## config.mk

```make
export PLATFORM = sky130hd
export DESIGN_NAME = mask_unit_read_collector_flat
export DESIGN_NICKNAME = d
export VERILOG_FILES = /design/src/rtl/mask_unit_read_pkg.sv /design/src/rtl/mask_unit_read_collector_if.sv /design/src/rtl/mask_unit_read_slot.sv /design/src/rtl/mask_unit_read_collector.sv /design/src/flat_wrapper.sv
export SDC_FILE = /design/constraint.sdc
export NUM_CORES = 1
export LEC_CHECK = 0
export BUFFER_PORTS_ARGS = -buffer_cell sky130_fd_sc_hd__buf_2
export CAP_MARGIN = 20
export CELL_PAD_IN_SITES_DETAIL_PLACEMENT = 2
export CELL_PAD_IN_SITES_GLOBAL_PLACEMENT = 2
export CORE_ASPECT_RATIO = 1.4
export CORE_MARGIN = 3
export CORE_UTILIZATION = 29
export DETAILED_ROUTE_END_ITERATION = 7
export MAX_ROUTING_LAYER = met4
export PLACE_DENSITY_LB_ADDON = 0.08
export SLEW_MARGIN = 30
export SYNTH_ARGS = -nofsm -noshare
export SYNTH_HDL_FRONTEND = slang
export SYNTH_SLANG_ARGS = --single-unit
```

## constraint.sdc

```tcl
create_clock -name clock -period 2.21 [get_ports clock]
set_clock_uncertainty 0.15 [all_clocks]
set_input_delay 0.663 -clock clock [delete_from_list [all_inputs] [get_ports clock]]
set_output_delay 0.663 -clock clock [all_outputs]
set_load 0.02 [all_outputs]
```

## src/rtl/mask_unit_read_pkg.sv

```systemverilog
// Shared sizing, FSM state and response word layout for the mask-unit read collector.
// Pure declarations: no latency, no flow control.
// Imported by the interface, the slot and the collector top.
package mask_unit_read_pkg;

    localparam int MUR_LANES      = 4;
    localparam int MUR_DATA_WIDTH = 32;
    localparam int MUR_TAG_WIDTH  = 4;
    localparam int MUR_WIDX_W     = $clog2(MUR_LANES);
    localparam int MUR_OFF_W      = $clog2(MUR_DATA_WIDTH / 8);

    typedef enum logic [1:0] {
        ST_IDLE    = 2'd0,
        ST_COLLECT = 2'd1,
        ST_DONE    = 2'd2
    } state_t;

    typedef struct packed {
        logic [MUR_DATA_WIDTH-1:0] data;
        logic [MUR_WIDX_W-1:0]     writeIndex;
        logic [MUR_OFF_W-1:0]      dataOffset;
    } resp_t;

endpackage

```

## src/rtl/mask_unit_read_collector_if.sv

```systemverilog
// Bundles the group descriptor, per-lane responses, assembled output and error flag.
// No latency of its own; group and out use valid/ready, responses have no ready.
// slave = collector view, master = environment view.
interface mask_unit_read_collector_if
    import mask_unit_read_pkg::*;
#(
    parameter int LANES      = MUR_LANES,
    parameter int DATA_WIDTH = MUR_DATA_WIDTH,
    parameter int TAG_WIDTH  = MUR_TAG_WIDTH
);
    logic                        group_valid;
    logic                        group_ready;
    logic [LANES-1:0]            group_bits_mask;
    logic [TAG_WIDTH-1:0]        group_bits_tag;

    logic [LANES-1:0]            resp_valid;
    resp_t [LANES-1:0]           resp_bits;

    logic                        out_valid;
    logic                        out_ready;
    logic [LANES*DATA_WIDTH-1:0] out_bits_data;
    logic [LANES-1:0]            out_bits_mask;
    logic [TAG_WIDTH-1:0]        out_bits_tag;

    logic                        error;

    modport slave (
        input  group_valid, group_bits_mask, group_bits_tag,
        input  resp_valid, resp_bits,
        input  out_ready,
        output group_ready,
        output out_valid, out_bits_data, out_bits_mask, out_bits_tag,
        output error
    );

    modport master (
        output group_valid, group_bits_mask, group_bits_tag,
        output resp_valid, resp_bits,
        output out_ready,
        input  group_ready,
        input  out_valid, out_bits_data, out_bits_mask, out_bits_tag,
        input  error
    );

endinterface

```

## src/rtl/mask_unit_read_slot.sv

```systemverilog
// One result slot: holds the byte-aligned read word and its filled bit.
// Write lands on the next rising edge; no backpressure, writes to a filled slot are refused.
// o_dup flags a write request against an already-filled slot in the same cycle.
module mask_unit_read_slot
    import mask_unit_read_pkg::*;
#(
    parameter int DATA_WIDTH = MUR_DATA_WIDTH
) (
    input  logic                  clock,
    input  logic                  reset,
    input  logic                  i_clear,
    input  logic                  i_we,
    input  logic [DATA_WIDTH-1:0] i_data,
    input  logic [MUR_OFF_W-1:0]  i_offset,
    output logic                  o_filled,
    output logic [DATA_WIDTH-1:0] o_data,
    output logic                  o_dup
);

    logic                  r_filled;
    logic [DATA_WIDTH-1:0] r_data;
    logic [DATA_WIDTH-1:0] w_aligned;

    // Wanted byte moves down to bit 0; vacated top bytes fill with zeros.
    assign w_aligned = i_data >> {i_offset, 3'b000};
    assign o_dup     = i_we & r_filled;
    assign o_filled  = r_filled;
    assign o_data    = r_data;

    always_ff @(posedge clock or negedge reset) begin
        if (!reset) begin
            r_filled <= 1'b0;
            r_data   <= '0;
        end else if (i_clear) begin
            r_filled <= 1'b0;
            r_data   <= '0;
        end else if (i_we && !r_filled) begin
            r_filled <= 1'b1;
            r_data   <= w_aligned;
        end
    end

endmodule

```

## src/rtl/mask_unit_read_collector.sv

```systemverilog
// Gathers tagged lane read responses into one LANES-slot group and hands it to the mask unit.
// Last expected response in cycle t gives out_valid in t+1; out fire in t gives group_ready in t+1.
// Output held stable under out_ready low; responses have no ready, strays raise a sticky error.
module mask_unit_read_collector
    import mask_unit_read_pkg::*;
#(
    parameter int LANES      = MUR_LANES,
    parameter int DATA_WIDTH = MUR_DATA_WIDTH,
    parameter int TAG_WIDTH  = MUR_TAG_WIDTH
) (
    input  logic                       clock,
    input  logic                       reset,
    mask_unit_read_collector_if.slave  bus
);

    state_t                              r_state;
    logic                                r_group_ready;
    logic                                r_out_valid;
    logic                                r_error;
    logic [LANES-1:0]                    r_mask;
    logic [TAG_WIDTH-1:0]                r_tag;

    logic                                w_collect;
    logic                                w_accept;
    logic                                w_err;
    logic [LANES-1:0][LANES-1:0]         w_hit;
    logic [LANES-1:0]                    w_req;
    logic [LANES-1:0]                    w_stray;
    logic [LANES-1:0]                    w_multi;
    logic [LANES-1:0]                    w_dup;
    logic [LANES-1:0]                    w_filled;
    logic [LANES-1:0]                    w_filled_nxt;
    logic [LANES-1:0][DATA_WIDTH-1:0]    w_sel_data;
    logic [LANES-1:0][MUR_OFF_W-1:0]     w_sel_off;
    logic [LANES-1:0][DATA_WIDTH-1:0]    w_slot_data;

    assign w_collect = (r_state == ST_COLLECT);
    assign w_accept  = (r_state == ST_IDLE) && bus.group_valid;

    // w_hit[i][k]: port k targets slot i this cycle. Lowest k wins a contested slot.
    always_comb begin
        w_hit      = '0;
        w_sel_data = '0;
        w_sel_off  = '0;
        w_req      = '0;
        w_stray    = '0;
        w_multi    = '0;
        for (int i = 0; i < LANES; i++) begin
            for (int k = 0; k < LANES; k++) begin
                w_hit[i][k] = bus.resp_valid[k] &&
                              (bus.resp_bits[k].writeIndex == MUR_WIDX_W'(i));
            end
            for (int k = LANES - 1; k >= 0; k--) begin
                if (w_hit[i][k]) begin
                    w_sel_data[i] = bus.resp_bits[k].data;
                    w_sel_off[i]  = bus.resp_bits[k].dataOffset;
                end
            end
            w_multi[i] = (w_hit[i] & (w_hit[i] - 1'b1)) != '0;
            w_req[i]   = w_collect && (|w_hit[i]) && r_mask[i];
            w_stray[i] = w_collect && (|w_hit[i]) && !r_mask[i];
        end
    end

    assign w_filled_nxt = w_filled | w_req;

    assign w_err = (!w_collect && (|bus.resp_valid)) ||
                   (w_collect && ((|w_multi) || (|w_stray) || (|w_dup)));

    for (genvar g = 0; g < LANES; g++) begin : g_slot
        mask_unit_read_slot #(
            .DATA_WIDTH (DATA_WIDTH)
        ) u_slot (
            .clock    (clock),
            .reset    (reset),
            .i_clear  (w_accept),
            .i_we     (w_req[g]),
            .i_data   (w_sel_data[g]),
            .i_offset (w_sel_off[g]),
            .o_filled (w_filled[g]),
            .o_data   (w_slot_data[g]),
            .o_dup    (w_dup[g])
        );
        assign bus.out_bits_data[g*DATA_WIDTH +: DATA_WIDTH] = w_slot_data[g];
    end

    always_ff @(posedge clock or negedge reset) begin
        if (!reset) begin
            r_state       <= ST_IDLE;
            r_group_ready <= 1'b1;
            r_out_valid   <= 1'b0;
            r_mask        <= '0;
            r_tag         <= '0;
        end else begin
            case (r_state)
                ST_IDLE: begin
                    if (bus.group_valid) begin
                        r_mask        <= bus.group_bits_mask;
                        r_tag         <= bus.group_bits_tag;
                        r_group_ready <= 1'b0;
                        if (bus.group_bits_mask == '0) begin
                            r_state     <= ST_DONE;
                            r_out_valid <= 1'b1;
                        end else begin
                            r_state <= ST_COLLECT;
                        end
                    end
                end
                ST_COLLECT: begin
                    if (w_filled_nxt == r_mask) begin
                        r_state     <= ST_DONE;
                        r_out_valid <= 1'b1;
                    end
                end
                ST_DONE: begin
                    if (bus.out_ready) begin
                        r_state       <= ST_IDLE;
                        r_out_valid   <= 1'b0;
                        r_group_ready <= 1'b1;
                    end
                end
                default: begin
                    r_state       <= ST_IDLE;
                    r_out_valid   <= 1'b0;
                    r_group_ready <= 1'b1;
                end
            endcase
        end
    end

    always_ff @(posedge clock or negedge reset) begin
        if (!reset) begin
            r_error <= 1'b0;
        end else if (w_err) begin
            r_error <= 1'b1;
        end
    end

    assign bus.group_ready   = r_group_ready;
    assign bus.out_valid     = r_out_valid;
    assign bus.out_bits_mask = r_mask;
    assign bus.out_bits_tag  = r_tag;
    assign bus.error         = r_error;

endmodule

```

## src/flat_wrapper.sv

```systemverilog
// flat-port wrapper written by rule: the top's interface ports become plain ports
module mask_unit_read_collector_flat import mask_unit_read_pkg::*;
#(
    parameter int LANES      = MUR_LANES,
    parameter int DATA_WIDTH = MUR_DATA_WIDTH,
    parameter int TAG_WIDTH  = MUR_TAG_WIDTH
)
  (clock, reset, bus_group_valid, bus_group_bits_mask, bus_group_bits_tag, bus_resp_valid, bus_resp_bits, bus_out_ready, bus_group_ready, bus_out_valid, bus_out_bits_data, bus_out_bits_mask, bus_out_bits_tag, bus_error);
  mask_unit_read_collector_if #(.LANES(LANES), .DATA_WIDTH(DATA_WIDTH), .TAG_WIDTH(TAG_WIDTH)) bus_i ();
  input  logic clock;
  input  logic reset;
  input wire logic [$bits(bus_i.group_valid)-1:0] bus_group_valid;
  input wire logic [$bits(bus_i.group_bits_mask)-1:0] bus_group_bits_mask;
  input wire logic [$bits(bus_i.group_bits_tag)-1:0] bus_group_bits_tag;
  input wire logic [$bits(bus_i.resp_valid)-1:0] bus_resp_valid;
  input wire logic [$bits(bus_i.resp_bits)-1:0] bus_resp_bits;
  input wire logic [$bits(bus_i.out_ready)-1:0] bus_out_ready;
  output wire logic [$bits(bus_i.group_ready)-1:0] bus_group_ready;
  output wire logic [$bits(bus_i.out_valid)-1:0] bus_out_valid;
  output wire logic [$bits(bus_i.out_bits_data)-1:0] bus_out_bits_data;
  output wire logic [$bits(bus_i.out_bits_mask)-1:0] bus_out_bits_mask;
  output wire logic [$bits(bus_i.out_bits_tag)-1:0] bus_out_bits_tag;
  output wire logic [$bits(bus_i.error)-1:0] bus_error;
  assign bus_i.group_valid = bus_group_valid;
  assign bus_i.group_bits_mask = bus_group_bits_mask;
  assign bus_i.group_bits_tag = bus_group_bits_tag;
  assign bus_i.resp_valid = bus_resp_valid;
  assign bus_i.resp_bits = bus_resp_bits;
  assign bus_i.out_ready = bus_out_ready;
  assign bus_group_ready = bus_i.group_ready;
  assign bus_out_valid = bus_i.out_valid;
  assign bus_out_bits_data = bus_i.out_bits_data;
  assign bus_out_bits_mask = bus_i.out_bits_mask;
  assign bus_out_bits_tag = bus_i.out_bits_tag;
  assign bus_error = bus_i.error;
  mask_unit_read_collector #(.LANES(LANES), .DATA_WIDTH(DATA_WIDTH), .TAG_WIDTH(TAG_WIDTH)) u_core (.clock(clock), .reset(reset), .bus(bus_i));
endmodule
```

After elaboration in Yosys (flattened, before gate mapping)
Cells that the tools add are included.
W data, S select, Z words.
{"block": "op_classes", "n_mul": 0, "bitwise": 10, "n_mux": 61, "n_eq_ne": 19, "n_lt_le_gt_ge": 0, "n_div": 0, "shift": 4, "n_addsub": 4, "n_reduce_logical": 73}
{"op": "$mux W32", "n": 24}
{"op": "$shr A32 B5 Y32", "n": 4}
{"op": "$mux W2", "n": 20}
{"op": "$logic_and A1 B1 Y1", "n": 35}
{"op": "$reduce_or A4 Y1", "n": 8}
{"op": "$eq A2 B2 Y1 const B", "n": 9}
{"op": "$and A4 B4 Y4", "n": 4}
{"op": "$reduce_bool A4 Y1", "n": 4}
{"op": "$sub A4 B1 Y4 const B", "n": 4}
{"op": "$mux W1", "n": 14}
{"op": "$eq A2 B1 Y1 const B", "n": 5}
{"op": "$logic_not A2 Y1", "n": 5}
{"op": "$logic_not A1 Y1", "n": 9}
{"op": "$ne A2 B2 Y1 const B", "n": 4}
{"op": "$reduce_bool A2 Y1", "n": 4}
{"op": "$pmux W1 S3", "n": 2}
{"op": "$pmux W2 S3", "n": 1}
{"op": "$reduce_and A3 Y1", "n": 2}
{"op": "$and A1 B1 Y1", "n": 4}
{"op": "$eq A4 B4 Y1", "n": 1}
{"op": "$logic_not A4 Y1", "n": 1}
{"op": "$or A4 B4 Y4", "n": 1}
{"op": "$reduce_and A4 Y1", "n": 1}
{"op": "$logic_or A1 B1 Y1", "n": 3}
{"op": "other kinds (2)", "n": 2}
{"block": "word_totals", "ram_bits": 0, "out_inout_bits": 139, "n_memories": 0, "latchBits": 0, "rom_bits": 0, "ff_bits": 145, "input_bits": 160, "wordCells": 185}

Longest topological paths before layout
{"block": "logic_depth", "word_depth": 10, "ltp_mapped": 11, "ltp_nobuf": 6}

Hierarchy
A second synthesis with hierarchy kept.
{"block": "hier_totals", "hier_cells": 1388, "area_unflattened_um2": 11302.1}
{"module": "mask_unit_read_slot", "instances": 4, "cells_each": 126, "seq_area_each_um2": 825.8, "area_per_inst_um2": 1625.3}
{"module": "mask_unit_read_collector", "instances": 1, "cells_each": 884, "seq_area_each_um2": 326.6, "area_per_inst_um2": 4800.9}

Least setup slack after synthesis
No wires, ideal clock.
{"block": "synth_timing", "kind": "input -> register", "start": "input port bus_resp_valid[2]", "end": "register u_core.g_slot[2].u_slot.r_data[3]", "setup_ns": 0.124, "cell_stages": 10, "arrival_ns": 2.484, "path_buffers": 4, "slack_ns": -0.548, "t_required_ns": 1.936, "cell_sequence": "buf_2 > and3b_1 > buf_2 > o211ai_4 > o211a_1 > buf_2 > buf_2 > mux2i_1 > nor2_1 > a211o_1"}
{"block": "synth_via", "elab_chain_cells": 7, "elab_cells_between_ends": 15, "classes_between": "1 x shift; 8 x mux; 6 x reduce/logical"}
{"item": "start: declaration", "line_no": "flat_wrapper.sv:15", "source": "input wire logic [$bits(bus_i.resp_valid)-1:0] bus_resp_valid;"}
{"item": "$logic_and A1 B1 Y1 (*)", "line_no": "mask_unit_read_collector.sv:50", "source": "w_hit[i][k] = bus.resp_valid[k] &&"}
{"item": "$mux W32 / $mux W2 (equally long branches) (3 in a row)", "line_no": "mask_unit_read_collector.sv:54", "source": "if (w_hit[i][k]) begin"}
{"item": "$shr A32 B5 Y32", "line_no": "mask_unit_read_slot.sv:25", "source": "assign w_aligned = i_data >> {i_offset, 3'b000};"}
{"item": "$mux W32", "line_no": "mask_unit_read_slot.sv:37", "source": "end else if (i_we && !r_filled) begin"}
{"item": "$mux W32", "line_no": "mask_unit_read_slot.sv:34", "source": "end else if (i_clear) begin"}
{"item": "end signal: assignment", "line_no": "mask_unit_read_slot.sv:39", "source": "r_data <= w_aligned;"}
{"item": "end: declaration", "line_no": "mask_unit_read_slot.sv:21", "source": "logic [DATA_WIDTH-1:0] r_data;"}
Mark *: on every way between the ends. The rest lies on a longest branch, timed or not. The select of a mux whose other input is x is not followed.
A chain may end at the register's enable or synchronous reset.

Worst setup path after layout
{"block": "layout_timing", "start": "input port bus_resp_valid[2]", "end": "register u_core.g_slot[2].u_slot.r_data[12]"}
The elaborated chain is that of the path after synthesis.

==> metrics.yaml <==
run_status:
  status: "complete, but fails checks"
  violations: "negative setup slack"
detailed_routing:
  drt-pass1-iter-count: 5
  via_count: 15900
  drtAntennaViolNets: 0
  drc_errors: 0
  finalWirelength_um: 90800
  via_per_inst: 6.37
  wl_per_cell_um: 36.4
  dr.first_iter.drc_count: 1605
min_path:
  hold_path_class: "input pin to flip-flop"
setup_path:
  cp-end-kind: "flip-flop"
  slowest_delay_ns: 0.81
  worst-path-max-fanout: 10
  cp_top_family: "compound AO/OA/AOI/OAI gates"
  path_cells: "buf_8 > buf_6 > and3b_2 > o211ai_4 > buf_12 > buf_16 > o211ai_1 > mux2i_1 > nor2b_1 > a221o_1"
  cp-start-kind: "input pin"
  crit_arrival_ns: 2.98
  critPathRequiredTime_ns: 2.47
  critical_path_class: "input pin to flip-flop"
  cp_slowest_cell: "o211ai_1"
  critPathBufInv: 4
layout:
  post-route-util: 0.507
  drive_gt1_frac: 0.495
  nNetsFinal: 2115
  syn_to_final_growth_pct: 71.6
  fillers: 4049
  multiInputGateArea_um2: 8320
  design_area_um2: 19600
  seq_area_um2: 3630
power_and_ir_drop:
  intPower_mw: 8.36
  p_switching_mw: 6.60
  seqPwrFrac: 0.254
  ir_drop_v: 0.000596
  leakage_nw: 9.43
  power.density_nw_per_um2: 764
  pwr-share-clk: 0.227
  combPwrFrac: 0.519
  switching_share: 0.441
clock_tree:
  insertion_delay_ns: 0.48
  clk_pin_slew_worst_paths_ns: 0.07
  cts_htree_levels: 4
  cts_made_buffers: 17
  cts-root-buf: "clkbuf_16"
  cts.sinks: 145
  clockBufferDepth: 2
  cts_tree: "built"
global_route:
  grt_max_degree: 46
  grt-ovfl-total: 0
  grt_pass1_vias: 16000
  grt_pass1_wl_um: 111000
  grtUsageTotal: 0.367
  antenna_found_initial: 5
floorplan:
  core_area_um2: 38600
  row_count: 85
  die_x_um: 174
  start_util: 0.295
  die_h_um: 241
  ioPinCount: 299
  dieArea_um2: 41800
placement:
  place_area_um2: 15900
  pre_cts_slack_ns: -0.796
  gp_congestion: 0.965
  numPortBuffers: 298
  hpwl_um: 52900
sta:
  period_needed_ns: 2.71
  rsz0062_at_grt: "yes"
  fmax_mhz: 369
  setup_viol: 131
  finalCritPeriodShare: 1.23
  fin_ws_ns: -0.503
  tightest_slew_ns: 1.03
  hold_viol: 0
  slew_violations: 0
  slew_headroom: 0.311
yosys:
  synth_nets: 1472
  seq_area_frac_synth: 0.318
  avgSynthCellArea_um2: 8.69
  synth-warning-count: 0
  synth_area_um2: 11400
  synthDistinctLibCells: 55
  ys_ff_latch: 145
  synth_ff_type: "dfrtp_1"
  synth_edf_count: 0
  synth_cells: 1312
  async_reset_ff_frac: 1.00
job:
  maxCapViolCount: 0
[cell type report]
| class | instances | share of cell area |
|---|---|---|
| clock inverters | 15 | 0.0100 |
| repair buffers | 738 | 0.323 |
| diodes | 5 | 0.000639 |
| multi-input cells | 1048 | 0.425 |
| flip-flops and latches | 145 | 0.185 |
| inverters | 5 | 0.000959 |
| clock buffers | 17 | 0.0217 |
| well taps | 522 | 0.0334 |
[routing by layer]
metal  up-vias  wire (um)  GRT usage
met4         0       8730      0.220
met3       507       6850     0.0582
li1       6276          -          -
met1      8049      31700      0.408
met2      1056      43500      0.623
met5         -          0          -
[path summary, 6_finish.rpt]
check / cells after the start / slack (ns) / start / to
min: 2 / 0.26 / bus_group_bits_tag[1] / u_core.bus.out_bits_tag[1]$_DFFE_PN0P_
max reg2reg: 8 / -0.18 / u_core.r_state[1]$_DFFE_PN0P_ / u_core.g_slot[1].u_slot.o_data[15]$_DFFE_PN0P_
min in group asynchronous: 2 / 0.50 / reset / u_core.g_slot[2].u_slot.o_data[7]$_DFFE_PN0P_
max: 10 / -0.50 / bus_resp_valid[2] / u_core.g_slot[2].u_slot.o_data[12]$_DFFE_PN0P_
max in group asynchronous: 3 / 0.80 / reset / u_core.g_slot[2].u_slot.o_data[4]$_DFFE_PN0P_
min reg2reg: 2 / 0.33 / u_core.g_slot[3].u_slot.o_data[21]$_DFFE_PN0P_ / u_core.g_slot[3].u_slot.o_data[21]$_DFFE_PN0P_
[what timing repair did]
| item | CTS | global route |
|---|---|---|
| gates resized for setup | 160 | 228 |
| pin swaps | 87 | 138 |
| endpoints found under the hold margin | 25 | 0 |
| hold buffers | 1 | 0 |
| setup endpoints to repair | 129 | 132 |
| gates cloned | 13 | 14 |
| buffers inserted | 74 | 71 |
[stage by stage]
step / total power [mW] / hold slack, ns / std cells / TNS (ns)
finish: 15.0 / 0.264 / 2495 / -19.60
global route: 15.4 / 0.266 / 2495 / -21.85
CTS: 13.5 / 0.260 / 2427 / -3.46
detailed placement: 9.48 / 0.321 / 2311 / -83.31
global placement: 9.31 / 0.315 / 2311 / -76.50
floorplan: 6.66 / 0.217 / 1312 / -32.27
[registers in the layout (all words and copies together) (netlist names)]
name	count
u_core.bus.group_ready	1
u_core.g_slot.u_slot.o_filled	4
u_core.g_slot.u_slot.o_data	128
u_core.bus.out_bits_tag	4
u_core.r_state	2
u_core.bus.error	1
u_core.bus.out_bits_mask	4
u_core.bus.out_valid	1
[synthesized netlist by cell type (25+ instances only)]
master | count | area (um2)
o21ai_0 | 87 | 435
nand2_1 | 151 | 567
nand3_1 | 83 | 415
buf_2 | 41 | 205
mux2i_1 | 200 | 2000
a221o_1 | 32 | 320
a21oi_1 | 67 | 335
a22o_1 | 32 | 280
and4_1 | 25 | 219
nor2b_1 | 28 | 175
o211ai_1 | 109 | 818
a211o_1 | 32 | 280
clkbuf_1 | 55 | 206
a31oi_1 | 25 | 156
nor2_1 | 65 | 244
dfrtp_1 | 144 | 3600
[layout by cell type, fill, tap and decap left out, types with 33 or more instances in the layout]
master and n:
buf_2 285, buf_4 275, mux2i_1 160, dfrtp_1 144, nand2_1 136, o211ai_1 109
buf_6 88, nand3_1 75, buf_12 64, a21oi_1 54, nor2_1 50, o21ai_0 41
o21ai_2 33
[power by group through the flow]
stage                     Sequential (mW)  Combinational (mW)  Clock, mW
after global placement               3.72                5.59          0
after CTS                            3.71                6.45       3.35
after detailed placement             3.75                5.73          0
after floorplan                      4.36                2.30          0
after global routing                 3.85                8.02       3.52
final                                3.79                7.77       3.39
[logic make-up after synthesis]
| group | after synthesis | synth area share |
|---|---|---|
| DFF | 145 | 0.318 |
| muxes | 208 | 0.183 |
| and+or+nand+nor | 411 | 0.183 |
| AOI/OAI and AO/OA | 422 | 0.261 |
| buffers and inverters | 124 | 0.0529 |
| xor gates and xnor gates | 2 | 0.00154 |
(Power assumes the default switching activity.)
